$ cat config.mk
export PLATFORM = sky130hd
export DESIGN_NAME = mips_muldiv_flat
export DESIGN_NICKNAME = d
export VERILOG_FILES = /design/src/rtl/mips_pkg.sv /design/src/rtl/mips_muldiv_if.sv /design/src/rtl/mips_divstep.sv /design/src/rtl/mips_muldiv.sv /design/src/flat_wrapper.sv
export SDC_FILE = /design/constraint.sdc
export NUM_CORES = 1
export LEC_CHECK = 0
export CORE_ASPECT_RATIO = 0.6
export CORE_MARGIN = 2
export CORE_UTILIZATION = 63
export DETAILED_ROUTE_END_ITERATION = 6
export PLACE_DENSITY = 0.88
export SKIP_LAST_GASP = 1
export SYNTH_ARGS = -nofsm -noshare
export SYNTH_HDL_FRONTEND = slang
export SYNTH_SLANG_ARGS = --single-unit
$ cat constraint.sdc
create_clock -name clk -period 6.3 [get_ports clk]
set_input_delay 1.575 -clock clk [delete_from_list [all_inputs] [get_ports clk]]
set_output_delay 1.575 -clock clk [all_outputs]
set_load 0.005 [all_outputs]
$ cat src/rtl/mips_pkg.sv
// Shared encodings for the MIPS HI/LO multiply-divide unit.
package mips_pkg;

  typedef enum logic [1:0] {
    OP_MULT  = 2'b00,
    OP_MULTU = 2'b01,
    OP_DIV   = 2'b10,
    OP_DIVU  = 2'b11
  } muldiv_op_e;

  typedef enum logic [1:0] {
    ST_IDLE = 2'd0,
    ST_MUL  = 2'd1,
    ST_DIV  = 2'd2,
    ST_FIX  = 2'd3
  } muldiv_state_e;

  function automatic logic op_is_mul(input muldiv_op_e op);
    return ~op[1];
  endfunction

  function automatic logic op_is_signed(input muldiv_op_e op);
    return ~op[0];
  endfunction

endpackage

$ cat src/rtl/mips_muldiv_if.sv
// Core-side port bundle of the multiply-divide unit (operation request, mthi/mtlo, HI/LO).
interface mips_muldiv_if #(
  parameter int WIDTH = 32
);
  logic                   start;
  mips_pkg::muldiv_op_e   op;
  logic [WIDTH-1:0]       a;
  logic [WIDTH-1:0]       b;
  logic                   hi_we;
  logic                   lo_we;
  logic [WIDTH-1:0]       wdata;
  logic                   busy;
  logic                   done;
  logic [WIDTH-1:0]       hi;
  logic [WIDTH-1:0]       lo;

  modport master (
    output start, op, a, b, hi_we, lo_we, wdata,
    input  busy, done, hi, lo
  );

  modport slave (
    input  start, op, a, b, hi_we, lo_we, wdata,
    output busy, done, hi, lo
  );
endinterface

$ cat src/rtl/mips_divstep.sv
// One restoring-division step: shift the next dividend bit into the partial remainder and
// subtract the divisor if it fits.
module mips_divstep #(
  parameter int WIDTH = 32
) (
  input  logic [WIDTH-1:0] rem_in,
  input  logic             bit_in,
  input  logic [WIDTH-1:0] divisor,
  output logic [WIDTH-1:0] rem_out,
  output logic             q_bit
);
  logic [WIDTH+1:0] diff;
  logic             diff_unused;

  assign diff    = {1'b0, rem_in, bit_in} - {2'b00, divisor};
  assign q_bit   = ~diff[WIDTH+1];
  // A successful subtract leaves less than the divisor, so bit WIDTH is always clear.
  assign diff_unused = diff[WIDTH];
  assign rem_out = q_bit ? diff[WIDTH-1:0] : {rem_in[WIDTH-2:0], bit_in};
endmodule

$ cat src/rtl/mips_muldiv.sv
// MIPS HI/LO multiply-divide unit: shift-add multiply (or single-cycle with FAST_MUL),
// restoring divide on operand magnitudes, sign fix-up in a final cycle.
//   state | meaning
//   IDLE  | waiting; mthi/mtlo accepted, start latches operands
//   MUL   | one shift-add iteration per cycle, WIDTH cycles
//   DIV   | one restoring quotient bit per cycle, WIDTH cycles
//   FIX   | sign correction, HI/LO written, done pulses next cycle
module mips_muldiv
  import mips_pkg::*;
#(
  parameter int WIDTH    = 32,
  parameter bit FAST_MUL = 1'b0
) (
  input  logic         clk,
  input  logic         reset,
  mips_muldiv_if.slave bus
);
  localparam int CW = $clog2(WIDTH + 1);

  muldiv_state_e state, state_nxt;

  logic [CW-1:0]      cnt;
  logic [WIDTH-1:0]   acc_hi, acc_lo, opnd;
  logic               op_mul, neg_lo, neg_hi, div_zero;
  logic [WIDTH-1:0]   hi_q, lo_q;
  logic               done_q;
  logic               busy_c;

  logic               in_mul, in_signed, sign_a, sign_b, accept, cnt_tc;
  logic [WIDTH-1:0]   mag_a, mag_b;
  logic [2*WIDTH-1:0] fast_prod, prod_fix;
  logic [WIDTH:0]     mul_sum;
  logic [WIDTH-1:0]   div_rem, quo_fix, rem_fix, fix_hi, fix_lo;
  logic               div_q;

  assign in_mul    = op_is_mul(bus.op);
  assign in_signed = op_is_signed(bus.op);
  assign sign_a    = in_signed & bus.a[WIDTH-1];
  assign sign_b    = in_signed & bus.b[WIDTH-1];
  assign mag_a     = sign_a ? -bus.a : bus.a;
  assign mag_b     = sign_b ? -bus.b : bus.b;
  assign fast_prod = {{WIDTH{1'b0}}, mag_a} * {{WIDTH{1'b0}}, mag_b};
  assign mul_sum   = {1'b0, acc_hi} + {1'b0, opnd};
  assign accept    = (state == ST_IDLE) && bus.start;
  assign cnt_tc    = (cnt == CW'(1));

  mips_divstep #(.WIDTH(WIDTH)) u_divstep (
    .rem_in  (acc_hi),
    .bit_in  (acc_lo[WIDTH-1]),
    .divisor (opnd),
    .rem_out (div_rem),
    .q_bit   (div_q)
  );

  // Quotient sign is sign(a)^sign(b); remainder follows the dividend.
  always_comb begin
    prod_fix = neg_lo ? -{acc_hi, acc_lo} : {acc_hi, acc_lo};
    quo_fix  = div_zero ? '1 : (neg_lo ? -acc_lo : acc_lo);
    rem_fix  = neg_hi ? -acc_hi : acc_hi;
    fix_hi   = op_mul ? prod_fix[2*WIDTH-1:WIDTH] : rem_fix;
    fix_lo   = op_mul ? prod_fix[WIDTH-1:0] : quo_fix;
  end

  always_ff @(posedge clk) begin
    if (reset) state <= ST_IDLE;
    else       state <= state_nxt;
  end

  always_comb begin
    state_nxt = state;
    case (state)
      ST_IDLE: begin
        if (bus.start) begin
          if (!in_mul)       state_nxt = ST_DIV;
          else if (FAST_MUL) state_nxt = ST_FIX;
          else               state_nxt = ST_MUL;
        end
      end
      ST_MUL:  if (cnt_tc) state_nxt = ST_FIX;
      ST_DIV:  if (cnt_tc) state_nxt = ST_FIX;
      ST_FIX:  state_nxt = ST_IDLE;
      default: state_nxt = ST_IDLE;
    endcase
  end

  always_comb begin
    busy_c = (state != ST_IDLE);
  end

  assign bus.busy = busy_c;
  assign bus.done = done_q;
  assign bus.hi   = hi_q;
  assign bus.lo   = lo_q;

  always_ff @(posedge clk) begin
    if (reset) begin
      cnt      <= '0;
      acc_hi   <= '0;
      acc_lo   <= '0;
      opnd     <= '0;
      op_mul   <= 1'b0;
      neg_lo   <= 1'b0;
      neg_hi   <= 1'b0;
      div_zero <= 1'b0;
      hi_q     <= '0;
      lo_q     <= '0;
      done_q   <= 1'b0;
    end else begin
      done_q <= (state == ST_FIX);
      case (state)
        ST_IDLE: begin
          if (accept) begin
            cnt      <= CW'(WIDTH);
            op_mul   <= in_mul;
            neg_lo   <= sign_a ^ sign_b;
            neg_hi   <= sign_a;
            div_zero <= ~in_mul & (bus.b == '0);
            opnd     <= in_mul ? mag_a : mag_b;
            if (FAST_MUL && in_mul) begin
              {acc_hi, acc_lo} <= fast_prod;
            end else begin
              acc_hi <= '0;
              acc_lo <= in_mul ? mag_b : mag_a;
            end
          end else begin
            if (bus.hi_we) hi_q <= bus.wdata;
            if (bus.lo_we) lo_q <= bus.wdata;
          end
        end
        ST_MUL: begin
          cnt <= cnt - CW'(1);
          if (acc_lo[0]) {acc_hi, acc_lo} <= {mul_sum, acc_lo[WIDTH-1:1]};
          else           {acc_hi, acc_lo} <= {1'b0, acc_hi, acc_lo[WIDTH-1:1]};
        end
        ST_DIV: begin
          cnt    <= cnt - CW'(1);
          acc_hi <= div_rem;
          acc_lo <= {acc_lo[WIDTH-2:0], div_q};
        end
        ST_FIX: begin
          hi_q <= fix_hi;
          lo_q <= fix_lo;
        end
        default: ;
      endcase
    end
  end
endmodule

$ cat src/flat_wrapper.sv
// flat-port wrapper written by rule: the top's interface ports become plain ports
module mips_muldiv_flat import mips_pkg::*;
#(
  parameter int WIDTH    = 32,
  parameter bit FAST_MUL = 1'b0
)
  (clk, reset, bus_start, bus_op, bus_a, bus_b, bus_hi_we, bus_lo_we, bus_wdata, bus_busy, bus_done, bus_hi, bus_lo);
  mips_muldiv_if #(.WIDTH(WIDTH)) bus_i ();
  input  logic clk;
  input  logic reset;
  input wire logic [$bits(bus_i.start)-1:0] bus_start;
  input wire logic [$bits(bus_i.op)-1:0] bus_op;
  input wire logic [$bits(bus_i.a)-1:0] bus_a;
  input wire logic [$bits(bus_i.b)-1:0] bus_b;
  input wire logic [$bits(bus_i.hi_we)-1:0] bus_hi_we;
  input wire logic [$bits(bus_i.lo_we)-1:0] bus_lo_we;
  input wire logic [$bits(bus_i.wdata)-1:0] bus_wdata;
  output wire logic [$bits(bus_i.busy)-1:0] bus_busy;
  output wire logic [$bits(bus_i.done)-1:0] bus_done;
  output wire logic [$bits(bus_i.hi)-1:0] bus_hi;
  output wire logic [$bits(bus_i.lo)-1:0] bus_lo;
  assign bus_i.start = bus_start;
  assign bus_i.op = bus_op;
  assign bus_i.a = bus_a;
  assign bus_i.b = bus_b;
  assign bus_i.hi_we = bus_hi_we;
  assign bus_i.lo_we = bus_lo_we;
  assign bus_i.wdata = bus_wdata;
  assign bus_busy = bus_i.busy;
  assign bus_done = bus_i.done;
  assign bus_hi = bus_i.hi;
  assign bus_lo = bus_i.lo;
  mips_muldiv #(.WIDTH(WIDTH), .FAST_MUL(FAST_MUL)) u_core (.clk(clk), .reset(reset), .bus(bus_i));
endmodule
==> results of run 1 <==
==> per-stage QoR <==
stage / power [mW] / cells / setup WS, ns / utilization, % / hold slack, ns
3_3_place_gp: 4.079 / 2392 / 1.441 / 71.35 / 0.4341
2_1_floorplan: 3.226 / 2052 / 2.187 / - / 0.4482
6_report: 5.428 / 2424 / 1.646 / 74.04 / 0.4586
3_5_place_dp: 4.152 / 2392 / 1.377 / 71.35 / 0.4453
4_1_cts: 5.273 / 2424 / 1.726 / 74.04 / 0.4581
5_1_grt: 5.662 / 2424 / 1.568 / 74.04 / 0.4801
==> synthesized netlist by cell type (31+ instances only) <==
cell,instances
nor3_1,41
nand3_1,31
o21ai_0,134
a21o_1,48
a22oi_1,35
xnor2_1,105
clkbuf_1,149
xor2_1,63
a21oi_1,202
a211oi_1,44
nor2_1,207
a221oi_1,38
o211ai_1,31
nand2_1,211
ha_1,74
inv_1,72
dfxtp_1,173
==> registers in the layout, indices dropped and copies added, names as in the netlist <==
signal and count:
u_core.state 2, u_core.neg_hi 1, u_core.bus.hi 32, u_core.div_zero 1
u_core.bus.lo 32, u_core.bus.done 1, u_core.neg_lo 1, u_core.op_mul 1
u_core.acc_lo 32, u_core.cnt 6, u_core.opnd 32, u_core.acc_hi 32
==> critical path: stages <==
cell	delay, ns
clkdlybuf4s50_1	0.51
or4_4	0.56
nor4_4	0.25
or4b_1	0.58
or2_2	0.35
o41ai_2	0.23
xor2_1	0.28
mux2i_1	0.15
a221oi_1	0.37
nor2_1	0.08
==> layer usage <==
layer	vias to the layer above	wire, um	global-route usage (%)
met5	-	0	0
met4	0	2113	15.97
met3	173	10370	16.55
met2	1438	21900	61.37
met1	7882	23200	65.25
li1	7652	-	-
==> cell families (layout without fill, tap and decap cells) <==
logic type,after synthesis,in the layout,share of synthesized area (%)
and+or+nand+nor,630,630,19.50
buffers and inverters,237,294,6.070
muxes,33,33,2.238
xor gates and xnor gates,168,168,9.859
AOI/OAI and AO/OA,735,735,32.65
adders and majority gates,76,76,6.472
DFF,173,173,23.21
==> worst max-delay path by stage <==
stage	endpoint	slack, ns
3_3_place_gp	u_core.acc_lo[29]	1.44
6_report	u_core.acc_lo[29]	1.65
3_5_place_dp	u_core.acc_lo[29]	1.38
4_1_cts	u_core.acc_lo[29]	1.73
2_1_floorplan	u_core.acc_lo[29]	2.19
5_1_grt	u_core.acc_lo[29]	1.57
==> layout make-up <==
type / instances / area, sq um
multi-input cells: 1642 / 10580
fillers: 1785 / 6021
flip-flops and latches: 173 / 3463
repair buffers: 189 / 1834
clock buffers: 19 / 452.9
well taps: 315 / 394.1
inverters: 73 / 274.0
clock inverters: 13 / 170.2
==> power by group through the flow <==
| stage | registers [mW] | logic [mW] | clock network, mW |
|---|---|---|---|
| 5_1_grt | 1.65 | 2.84 | 1.17 |
| 6_report | 1.63 | 2.65 | 1.14 |
| 2_1_floorplan | 1.49 | 1.74 | 0 |
| 3_5_place_dp | 1.63 | 2.52 | 0 |
| 3_3_place_gp | 1.62 | 2.46 | 0 |
| 4_1_cts | 1.61 | 2.54 | 1.13 |
==> results.rst, run 1 <==
.. list-table::
   :header-rows: 1

   * - Metric
     - Value
   * - Number of enable-type register cells in the synthesized netlist
     - 0
   * - Depth of the CTS H-tree
     - 4
   * - Area enclosed by the die boundary
     - 0.02498 sq mm
   * - Port-buffer cells
     - between 150 and 200
   * - Most frequent standard cell in the layout excluding fill and tap cells
     - nand2_1
   * - Insertion delay to the later sink of the worst-skew pair
     - around 0.46 ns
   * - Initial antenna violation count
     - 1
   * - CTS tree
     - done
   * - Post-Synthesis Cell Area
     - approximately 0.015 sq mm
   * - Relative slew slack
     - 22.93%
   * - Total detailed-routing wirelength
     - roughly 58000 um
   * - Cell Area, Placed
     - ~0.017 sq mm
   * - Hold_buf cts
     - 0
   * - Final-report hold violation count
     - 0
   * - Clock edge transition at the registers on the reported setup and hold paths
     - ~0.080 ns
   * - IO Pins
     - 169
   * - Number of nets with antenna violations after routing
     - 0
   * - Synthesized instance count
     - slightly above 2000
   * - Post-route DRC
     - 38
   * - Part of the total power dissipated in sequential elements
     - a little under a third
   * - Most used flip-flop cell after synthesis
     - dfxtp_1
   * - Initial standard-cell utilization of the core
     - between 60% and 70%
   * - Fmax
     - 214.8 MHz
   * - Fraction of power spent switching nets
     - approximately 46%
   * - Clock group share of total power
     - a little over a fifth
   * - Peak ir drop on the vdd network
     - roughly 0.21 mV
   * - Maxcap violations
     - 0
   * - Diode insertion count for antenna repair
     - 0
   * - Internal Pwr Total
     - just under 3 mW
   * - Register area share after synthesis
     - 23.21%
   * - Most used cells in the layout excluding fill and tap cells
     - nand2_1 (211), nor2_1 (206), a21oi_1 (201)
   * - Worst reg-to-reg path cell count
     - 10
   * - Clock tree root driver cell
     - clkbuf_16
   * - Largest cells by area after synthesis
     - dfxtp_1 (23%), a21oi_1 (6.8%), ha_1 (6.2%)
   * - Kind of critical path
     - in -> reg
   * - Overall routing resource usage
     - between 40% and 50%
   * - Post-synthesis sequential element count
     - 173
   * - Cell Pwr Density
     - 316.2 mW/mm^2
   * - Largest net degree at the start of global routing
     - around 130
   * - Non-Filler Cell Area, Final
     - roughly 0.017 sq mm
   * - Synth top area share
     - 23.21%
   * - CTS sink count
     - 173
   * - Die height
     - between 100 and 150 um
   * - Run status
     - finished with violations
   * - First-pass DRT Iterations
     - 7
   * - Final GP Congestion
     - 1.093
   * - Final-report setup violation count
     - 0
   * - Worst slew pin tran
     - around 1.2 ns
   * - Critical Path Sink Type
     - flip-flop
   * - Resize count post-CTS
     - 0
   * - Total Neg Setup Slack
     - 0 ns
   * - Unrepaired setup endpoints after global routing
     - no
   * - Time the final worst path needs with I/O delays and setup
     - roughly 4.7 ns
   * - Static Leakage
     - approximately 6.6 nW
   * - Die width
     - 202.7 um
   * - Origin of the worst min-delay path
     - u_core.bus.lo[11]
   * - Clock skew
     - about 0.021 ns
   * - Share of layout cells above drive strength 1
     - a little under 4%
   * - Deepest clock path buffer count
     - 2
   * - Row Count
     - 43
   * - FF-to-FF End
     - u_core.acc_hi[26]
   * - Per-cell via count in the routed design
     - just over 7
   * - Violations in the final reports
     - DRC
   * - Core Region
     - between 0.02 and 0.025 sq mm
   * - Total grt overflow
     - 0
   * - Share of flip-flops with an asynchronous set or reset after synthesis
     - 0%
   * - Number of nets in the layout
     - between 2000 and 2500
   * - Post-synthesis area per instance
     - approximately 7.3 sq um
   * - Period utilisation layout
     - ~74%
   * - Count of unique library cells instantiated by Yosys
     - 79
   * - Critical path launch point
     - bus_a[14]
   * - Total clock buffers created by CTS
     - 17
   * - Number of global-route vias before repair
     - 15075
   * - Kind of start point of the critical path
     - input port
   * - Setup slack, reg-to-reg
     - 1.89 ns
   * - Post-synth top area cell
     - dfxtp_1
   * - Drt first-iter violations
     - just under 3000
   * - Launching point of the worst reg2reg path
     - u_core.acc_hi[25]
   * - Signal arrival time at the worst endpoint
     - between 4 and 5 ns
   * - CP max FO
     - 6
   * - Growth of design area from synthesis to finish
     - 15.03%
   * - HP Class
     - reg -> reg
   * - Reported net switching power
     - roughly 2.5 mW
   * - Hpwl dp
     - roughly 43000 um
   * - Detail-routed net length per standard cell
     - between 20 and 25 um
   * - Endpoint required time on the critical path
     - between 6 and 7 ns
   * - Worst Hold End
     - u_core.bus.lo[11]
   * - Number of instances on the worst hold path
     - 2
   * - Yosys warning total
     - 0
   * - Via count
     - roughly 17000
   * - Logic gate share of total power
     - just under 50%
   * - Syn nets
     - around 2200
   * - Max-slew violations
     - 0
   * - First-pass GRT wire length
     - a little under 90000 um
   * - Setup fix buffers added after clock tree synthesis
     - 0
(Power assumes the default switching activity.)
==> run 2, diff against run 1 <==
- CORE_UTILIZATION: 63 -> 58
- PLACE_DENSITY: 0.88 -> 0.82
- clock period: 6.3 -> 4.4 ns (I/O delays scaled with it)
==> run 2 against run 1 <==
Critical endpoint is now u_core.acc_hi[29]. Combinational power increased by 45%. Worst hold slack got worse by 0.0064 ns. Critical path type is now reg -> reg. Clock power increased by 27%. Non-clock buffer count increased by 46. The flow now finishes without violations. Highest routed layer unchanged. Flip-flop and latch count unchanged. Critical path depth increased by 2. Sequential power increased by 41%.
==> results.rst, run 2 (synthesis gave the netlist of run 1 again) <==
.. list-table::
   :header-rows: 1

   * - Metric
     - Value
   * - Run status
     - complete, no violations
   * - Drt first-iter violations
     - around 2900
   * - Number of instances on the worst hold path
     - 2
   * - Overall routing resource usage
     - 42.45%
   * - Total clock buffers created by CTS
     - 17
   * - Post-route DRC
     - 0
   * - Static Leakage
     - 6.763 nW
   * - Kind of critical path
     - reg -> reg
   * - Clock tree root driver cell
     - clkbuf_16
   * - CP max FO
     - 4
   * - Number of global-route vias before repair
     - approximately 15000
   * - First-pass GRT wire length
     - 88120 um
   * - Non-filler instance count after layout
     - 2482
   * - Non-Filler Cell Area, Final
     - approximately 0.017 sq mm
   * - Share of layout cells above drive strength 1
     - under 10%
   * - Row Count
     - 45
   * - Most frequent standard cell in the layout excluding fill and tap cells
     - nand2_1
   * - Total Neg Setup Slack
     - 0 ns
   * - Fmax
     - between 200 and 300 MHz
   * - Die width
     - around 210 um
   * - Via count
     - about 17000
   * - Kind of start point of the critical path
     - flip-flop
   * - Met3 routed wirelength
     - ~9700 um
   * - HP Class
     - reg -> reg
   * - Growth of design area from synthesis to finish
     - 16.92%
   * - First-pass DRT Iterations
     - 6
   * - Setup fix buffers added after clock tree synthesis
     - 0
   * - Deepest clock path buffer count
     - 2
   * - Peak ir drop on the vdd network
     - between 0.3 and 0.4 mV
   * - Max-slew violations
     - 0
   * - Core Region
     - 0.02528 sq mm
   * - Endpoint required time on the critical path
     - between 4 and 5 ns
   * - Final-report hold violation count
     - 0
   * - Detail-routed net length per standard cell
     - between 20 and 25 um
   * - Depth of the CTS H-tree
     - 4
   * - Hpwl dp
     - 45570 um
   * - Layout fillers
     - 2186
   * - Time the final worst path needs with I/O delays and setup
     - roughly 3.8 ns
   * - Cell Pwr Density
     - between 400 and 500 mW/mm^2
   * - Clock skew
     - 0.01648 ns
   * - Total detailed-routing wirelength
     - 58420 um
   * - Min Hold Slack
     - 0.4522 ns
   * - CTS sink count
     - around 170
   * - Final GP Congestion
     - 1.042
   * - DP Worst Slack
     - 0.1867 ns
   * - Area taken by multi-input logic gates
     - 0.01058 sq mm
   * - Routed length on met1
     - between 20000 and 25000 um
   * - Worst slew pin tran
     - around 1.1 ns
   * - Number of nets with antenna violations after routing
     - 0
   * - IO Pins
     - around 170
   * - Sequential standard cell area
     - 0.003463 sq mm
   * - Port-buffer cells
     - 168
   * - Most used cells in the layout excluding fill and tap cells
     - nand2_1 (211), nor2_1 (206), a21oi_1 (201)
   * - Diode insertion count for antenna repair
     - 0
   * - CTS tree
     - done
   * - Unrepaired setup endpoints after global routing
     - no
   * - Clock edge transition at the registers on the reported setup and hold paths
     - 0.07 ns
   * - Final-report setup violation count
     - 0
   * - Insertion delay to the later sink of the worst-skew pair
     - ~0.46 ns
   * - Relative slew slack
     - 24.32%
   * - Placed cells
     - about 2500
   * - Initial antenna violation count
     - 1
   * - Total grt overflow
     - 0
   * - Setup slack, reg-to-reg
     - between 0.6 and 0.7 ns
   * - Die height
     - between 100 and 150 um
   * - Highest routed layer
     - met4
   * - Period utilisation layout
     - a little under nine tenths
   * - Cell Area, Placed
     - 0.01691 sq mm
   * - Final WS setup
     - approximately 0.6 ns
   * - Worst reg-to-reg path cell count
     - 12
   * - Hold_buf cts
     - 0
   * - Per-cell via count in the routed design
     - 6.821
   * - Critical Path Sink Type
     - flip-flop
   * - Resize count post-CTS
     - 0
   * - Met2 wire length
     - 21780 um
   * - Number of nets in the layout
     - 2321
   * - Maxcap violations
     - 0
   * - Signal arrival time at the worst endpoint
     - 4.11 ns
   * - Area enclosed by the die boundary
     - 0.02707 sq mm
   * - Largest net degree at the start of global routing
     - 106
   * - Initial standard-cell utilization of the core
     - 59.03%
run 2: cell count changes in the layout (fill, tap and decap cells not counted), sizes merged:
cell / delta
buf: +46
inv: -3
bufinv: -1
clkbuf: +1
clkinvlp: +1
run 2: metal layers:
layer  vias to the layer above  GRT usage (%)
met5                         -              0
met4                         0          14.29
met3                       124          16.39
met2                      1296          55.42
met1                      7772          62.18
li1                       7737              -
run 2: report_power, final:
part / total (mW) / internal [mW] / switching [mW] / leakage (nW)
registers: 2.30 / 1.89 / 0.411 / 1.41
clock network: 1.45 / 0.756 / 0.696 / 0.265
logic: 3.85 / 1.49 / 2.37 / 5.09
total: 7.61 / 4.14 / 3.47 / 6.76
run 2: layout make-up:
| cell class | instances | share of cell area (%) |
|---|---|---|
| clock buffers | 20 | 2.617 |
| clock inverters | 10 | 0.4876 |
| flip-flops and latches | 173 | 19.85 |
| inverters | 73 | 1.570 |
| well taps | 329 | 2.359 |
| repair buffers | 235 | 12.49 |
| multi-input cells | 1642 | 60.63 |
run 2: worst paths after layout:
kind | to | start
min reg2reg | u_core.bus.lo[25] | u_core.bus.lo[25]
max | u_core.acc_hi[29] | u_core.opnd[0]
min | u_core.bus.lo[25] | u_core.bus.lo[25]
max reg2reg | u_core.acc_hi[29] | u_core.opnd[0]
run 2: critical path, stage by stage (launching register included):
cell	delay, ns
dfxtp_1	0.46
ha_1	0.28
inv_1	0.07
fa_1	0.40
nand2b_1	0.26
a21oi_1	0.31
o311ai_0	0.24
a31oi_1	0.32
nor2_1	0.19
o31ai_1	0.39
xnor2_1	0.14
a222oi_1	0.43
o211ai_1	0.16
run 2: stage by stage:
| step | util [%] | power (mW) |
|---|---|---|
| global placement | 66.88 | 5.923 |
| finish | 69.02 | 7.611 |
| detailed placement | 66.88 | 6.016 |
| global route | 69.02 | 7.955 |
| floorplan | - | 4.619 |
| CTS | 69.02 | 7.455 |
